[config.mk]
export PLATFORM = sky130hd
export DESIGN_NAME = disp_sweep_tx
export DESIGN_NICKNAME = d
export VERILOG_FILES = /design/src/rtl/disp_sweep_tx.sv
export SDC_FILE = /design/constraint.sdc
export NUM_CORES = 1
export LEC_CHECK = 0
export CELL_PAD_IN_SITES_DETAIL_PLACEMENT = 1
export CELL_PAD_IN_SITES_GLOBAL_PLACEMENT = 1
export CORE_MARGIN = 5
export CORE_UTILIZATION = 35
export DETAILED_ROUTE_END_ITERATION = 8
export GPL_TIMING_DRIVEN = 0
export PLACE_DENSITY_LB_ADDON = 0.1
export SKIP_CTS_REPAIR_TIMING = 1
export SYNTH_ARGS = -nofsm -noshare
export SYNTH_HDL_FRONTEND = slang
export SYNTH_SLANG_ARGS = --single-unit
[constraint.sdc]
create_clock -name clk -period 50.9 [get_ports clk]
set_clock_uncertainty 0.2 [all_clocks]
set_input_delay 10.18 -clock clk [delete_from_list [all_inputs] [get_ports clk]]
set_output_delay 10.18 -clock clk [all_outputs]
set_load 0.02 [all_outputs]
[src/rtl/disp_sweep_tx.sv]
// Disparity sweep transmitter: holds a reference window and a search line, computes SAD
// for every disparity and streams each candidate onto the selector's startsig/update bus.
module disp_sweep_tx #(
    parameter int unsigned PIX_W  = 8,
    parameter int unsigned WIN    = 8,
    parameter int unsigned DISP_W = 6,
    parameter int unsigned COST_W = 18
) (
    input  logic              clk,
    input  logic              rst,
    input  logic              pix_valid,
    input  logic              pix_sel,
    input  logic [PIX_W-1:0]  pix_data,
    input  logic              go,
    output logic              startsig,
    output logic              update,
    output logic [COST_W-1:0] cost,
    output logic [DISP_W-1:0] idx,
    output logic              busy,
    output logic              done
);

    localparam int unsigned NDISP = 2 ** DISP_W;
    localparam int unsigned SLEN  = WIN + NDISP - 1;
    localparam int unsigned ACC_W = $clog2(WIN * (2 ** PIX_W - 1) + 1);
    localparam int unsigned P_W   = (WIN > 1) ? $clog2(WIN) : 1;
    localparam int unsigned S_W   = $clog2(SLEN);

    typedef enum logic [3:0] {
        StIdle,
        StArm,
        StArmGap,
        StAcc,
        StSetup,
        StStrobe,
        StGap,
        StPub,
        StFin
    } state_e;

    state_e state_q, state_d;

    logic [PIX_W-1:0]  ref_q  [WIN];
    logic [PIX_W-1:0]  srch_q [SLEN];
    logic [DISP_W-1:0] d_q, d_d;
    logic [P_W-1:0]    p_q, p_d;
    logic [ACC_W-1:0]  acc_q, acc_d;

    logic              startsig_q, update_q, busy_q, done_q;
    logic [COST_W-1:0] cost_q;
    logic [DISP_W-1:0] idx_q;

    logic [S_W-1:0]   sidx;
    logic [PIX_W-1:0] rpix, spix, absdiff;
    logic [ACC_W-1:0] acc_sum;

    // Pixel buffers: each load shifts toward index 0, so element[i] ends up as the i-th pixel.
    always_ff @(posedge clk or posedge rst) begin
        if (rst) begin
            for (int i = 0; i < WIN; i++) ref_q[i] <= '0;
            for (int i = 0; i < SLEN; i++) srch_q[i] <= '0;
        end else if (state_q == StIdle && pix_valid) begin
            if (!pix_sel) begin
                for (int i = 0; i < WIN - 1; i++) ref_q[i] <= ref_q[i+1];
                ref_q[WIN-1] <= pix_data;
            end else begin
                for (int i = 0; i < SLEN - 1; i++) srch_q[i] <= srch_q[i+1];
                srch_q[SLEN-1] <= pix_data;
            end
        end
    end

    assign sidx    = S_W'(d_q) + S_W'(p_q);
    assign rpix    = ref_q[p_q];
    assign spix    = srch_q[sidx];
    assign absdiff = (rpix >= spix) ? (rpix - spix) : (spix - rpix);
    assign acc_sum = acc_q + ACC_W'(absdiff);

    always_comb begin
        state_d = state_q;
        d_d     = d_q;
        p_d     = p_q;
        acc_d   = acc_q;
        unique case (state_q)
            StIdle:   if (go) state_d = StArm;
            StArm:    state_d = StArmGap;
            StArmGap: begin
                d_d     = '0;
                p_d     = '0;
                acc_d   = '0;
                state_d = StAcc;
            end
            StAcc: begin
                acc_d = acc_sum;
                p_d   = p_q + 1'b1;
                if (p_q == P_W'(WIN - 1)) begin
                    p_d     = '0;
                    state_d = StSetup;
                end
            end
            StSetup:  state_d = StStrobe;
            StStrobe: state_d = StGap;
            StGap: begin
                acc_d = '0;
                if (d_q == DISP_W'(NDISP - 1)) begin
                    state_d = StPub;
                end else begin
                    d_d     = d_q + 1'b1;
                    state_d = StAcc;
                end
            end
            StPub:    state_d = StFin;
            StFin:    state_d = StIdle;
            default:  state_d = StIdle;
        endcase
    end

    always_ff @(posedge clk or posedge rst) begin
        if (rst) begin
            state_q <= StIdle;
            d_q     <= '0;
            p_q     <= '0;
            acc_q   <= '0;
        end else begin
            state_q <= state_d;
            d_q     <= d_d;
            p_q     <= p_d;
            acc_q   <= acc_d;
        end
    end

    // Outputs are decoded from the next state so each strobe lines up with its own state.
    always_ff @(posedge clk or posedge rst) begin
        if (rst) begin
            startsig_q <= 1'b0;
            update_q   <= 1'b0;
            busy_q     <= 1'b0;
            done_q     <= 1'b0;
            cost_q     <= '0;
            idx_q      <= '0;
        end else begin
            startsig_q <= (state_d == StArm) || (state_d == StPub);
            update_q   <= (state_d == StStrobe);
            busy_q     <= (state_d != StIdle);
            done_q     <= (state_d == StFin);
            if (state_q == StAcc && state_d == StSetup) begin
                cost_q <= COST_W'(acc_sum);
                idx_q  <= d_q;
            end
        end
    end

    assign startsig = startsig_q;
    assign update   = update_q;
    assign busy     = busy_q;
    assign done     = done_q;
    assign cost     = cost_q;
    assign idx      = idx_q;

endmodule

==> impl_metrics.py <==
metrics = {
    "flow_run": {
        "maxCapViolations": 0,
    },
    "final_layout": {
        "diodes": 0,
        "area_delta_synth_final_pct": 14.4,
        "final_core_util_pct": 40.2,
        "final_cells": 3462,
        "layout-drive-gt1-share_pct": 44.9,
        "finalNetCount": 2275,
    },
    "worst_setup_path": {
        "cp.required_ps": 51190,
        "r2r-start": "p_q[1]$_DFFE_PP0P_",
        "worst-setup-path-type": "input port to flip-flop",
        "crit_top_cell": "clkbuf_1",
        "crit_path_end_kind": "flip-flop",
        "critPathMaxFanout": 10,
        "arrival_ps": 12650,
        "cp-startpoint": "pix_sel",
        "max_stage_delay_ps": 580,
        "worst_setup_path_start_kind": "input port",
        "path_cells": "clkdlybuf4s50_1, nand4_1, buf_2, clkbuf_1, clkbuf_1, mux2_2",
        "crit_path_top_delay_cell": "clkbuf_1",
    },
    "die": {
        "die_area_sq_mm": 0.0965,
        "die_y_um": 311,
        "die_width_um": 311,
        "rows": 110,
        "start_util_pct": 35.2,
        "io_pins": 41,
        "core_area_sq_mm": 0.0899,
    },
    "routing": {
        "routed_wl_mm": 82.6,
        "ant_nets": 0,
        "via_count": 18300,
        "drc": 0,
        "viasPerCell": 5.28,
        "first_iter_violations": 796,
        "first_pass_iters": 4,
        "post_drt_wl_per_cell_um": 23.9,
    },
    "synthesis": {
        "syn_area_sq_mm": 0.0316,
        "synth.most_common_cell": "dfrtp_1",
        "syn_inst": 2101,
        "synth_edf_count": 0,
        "yosysTopAreaCell": "dfrtp_1",
        "yosysUniqueCellTypes": 56,
        "yosys_warnings": 0,
        "ys_top_cells_by_area": "dfrtp_1 (54%), mux2_2 (23%), mux4_2 (11%)",
        "postSynthAreaPerCell_sq_um": 15.0,
        "yosys-top-cells-count": "dfrtp_1 (677), mux2_2 (648), mux4_2 (153)",
        "synth_seq_cells": 677,
        "synthArstFlopShare_pct": 100,
        "synth_sequential_area_ratio_pct": 53.6,
        "synth_ff_type": "dfrtp_1",
        "synth.top_cell.area_share_pct": 53.6,
    },
    "placed_design": {
        "port_buffers": 33,
        "dpl.cell_count": 3321,
        "gp_congestion": 0.780,
        "hpwlAfterDp_mm": 59.0,
    },
    "sta": {
        "hold_viol": 0,
        "min_period_over_period_pct": 24.3,
        "rsz0062_at_grt": "false",
        "min_period_ps": 12360,
        "relSlewSlack_pct": 15.9,
        "tightest_slew_ps": 1230,
        "finalSetupViolations": 0,
        "slew_viol_final": 0,
        "fin_tns_setup_ps": 0,
        "fmax_ghz": 0.0809,
    },
    "grt": {
        "grt_max_degree": 131,
        "grt_overflow_total": 0,
        "grt_pass1_wl_mm": 130,
        "first_global_vias": 20400,
        "antenna_found_initial": 1,
        "grt_use_total_pct": 17.3,
    },
    "outcome": {
        "status": "finished clean",
    },
    "clock_network": {
        "cts_tree": "yes",
        "clk_pin_slew_ps": 50,
        "cts_buffers": 81,
        "htree_levels": 3,
        "clk_latency_ps": 620,
        "cts.sink_count": 677,
        "clockBufferDepth": 3,
        "cts-root-buf": "clkbuf_16",
    },
    "hold_path": {
        "holdCritPathClass": "flip-flop to flip-flop",
        "hp-start": "cost[2]$_DFFE_PP0P_",
    },
    "power": {
        "leakage_nw": 17.4,
        "powerDensity_mw_per_mm2": 40.9,
        "ir_worst_vdd_uv": 23.8,
    },
}
==> critical path, delay by kind of cell <==
kind,cells,cell delay (ps)
simple gates,1,90
buf+inv,4,1950
mux,1,410
==> metrics by stage <==
| stage | hold WS (ps) | cell area [sq um] | worst slack [ps] | power (mW) |
|---|---|---|---|---|
| 4_1_cts | 304 | 36200 | 38500 | 1.52 |
| 3_3_place_gp | 266 | 33400 | 13410 | 0.937 |
| 2_1_floorplan | 256 | 31600 | 21540 | 0.800 |
| 3_5_place_dp | 291 | 33600 | 37840 | 0.941 |
| 6_report | 295 | 36200 | 38540 | 1.48 |
| 5_1_grt | 326 | 36200 | 38410 | 1.55 |
==> worst paths after layout <==
kind / end / slack [ps] / cells past startpoint
hold reg to reg: cost[2]$_DFFE_PP0P_ / 300 / 2
setup reg to reg: cost[10]$_DFFE_PP0P_ / 40790 / 28
max in group asynchronous: srch_q[93]$_DFFE_PP0P_ / 38740 / 4
setup / recovery: srch_q[515]$_DFFE_PP0P_ / 38540 / 6
min in group asynchronous: srch_q[444]$_DFFE_PP0P_ / 9920 / 2
hold / removal: cost[2]$_DFFE_PP0P_ / 300 / 2
==> state kept, by name (all words and copies together), names as in the netlist <==
name / cells
srch_q: 568
ref_q: 64
acc_q: 11
cost: 11
d_q: 6
idx: 6
state_q: 4
p_q: 3
busy: 1
done: 1
startsig: 1
update: 1
==> power by group <==
group | switching [mW] | total, mW | internal, mW
clock | 0.226 | 0.562 | 0.337
combinational | 0.226 | 0.349 | 0.123
sequential | 0.0141 | 0.569 | 0.555
total | 0.466 | 1.48 | 1.01
==> kinds of logic (layout without fill, tap and decap cells) <==
logic type,Yosys count,in the layout,synth area share [%]
other,1,7,0.0119
buffers and inverters,165,344,2.50
xor gates and xnor gates,23,23,0.661
AOI/OAI and AO/OA,138,138,3.09
DFF,677,677,53.6
and+or+nand+nor,221,221,3.34
adders and majority gates,34,34,1.44
muxes,842,842,35.4
==> layout by cell type (no fill, tap or decap), types with 10 or more instances in the layout <==
| master | Yosys | layout |
|---|---|---|
| ha_1 | 30 | 30 |
| buf_2 | 75 | 75 |
| and2_1 | 28 | 28 |
| buf_4 | 17 | 17 |
| nor4_1 | 13 | 13 |
| a311oi_1 | 21 | 21 |
| mux2_2 | 648 | 648 |
| clkbuf_1 | 43 | 65 |
| a211oi_1 | 23 | 23 |
| dfrtp_1 | 677 | 677 |
| nor3_1 | 23 | 23 |
| clkdlybuf4s50_1 | 0 | 33 |
| clkinv_2 | 0 | 15 |
| clkbuf_8 | 0 | 12 |
| mux4_2 | 153 | 153 |
| clkbuf_16 | 0 | 83 |
| mux2i_1 | 39 | 39 |
| buf_1 | 10 | 10 |
| o21ai_0 | 27 | 27 |
| nand3_1 | 14 | 14 |
| xor2_1 | 13 | 13 |
| a21oi_1 | 22 | 22 |
| inv_1 | 18 | 17 |
| nand2_1 | 81 | 81 |
| nor2_1 | 34 | 34 |
==> cell type report <==
cell class                 count  area, sq um
tap                         1176         1470
multi-input combinational   1265        13900
clock inverter                24          246
timing repair buffer          38          468
inverter                      18         75.1
buffer                       147          724
clock buffer                 117         2320
fill                        9000        53700
sequential                   677        16900
==> metal layers <==
metal	track usage, %	vias up	wire length, um
met5	0	-	0
met4	3.71	0	1420
met3	2.73	91	2290
met2	29.4	209	40900
met1	23.8	9887	38000
li1	-	8085	-
No activity file was read; power rests on OpenSTA's default activity.
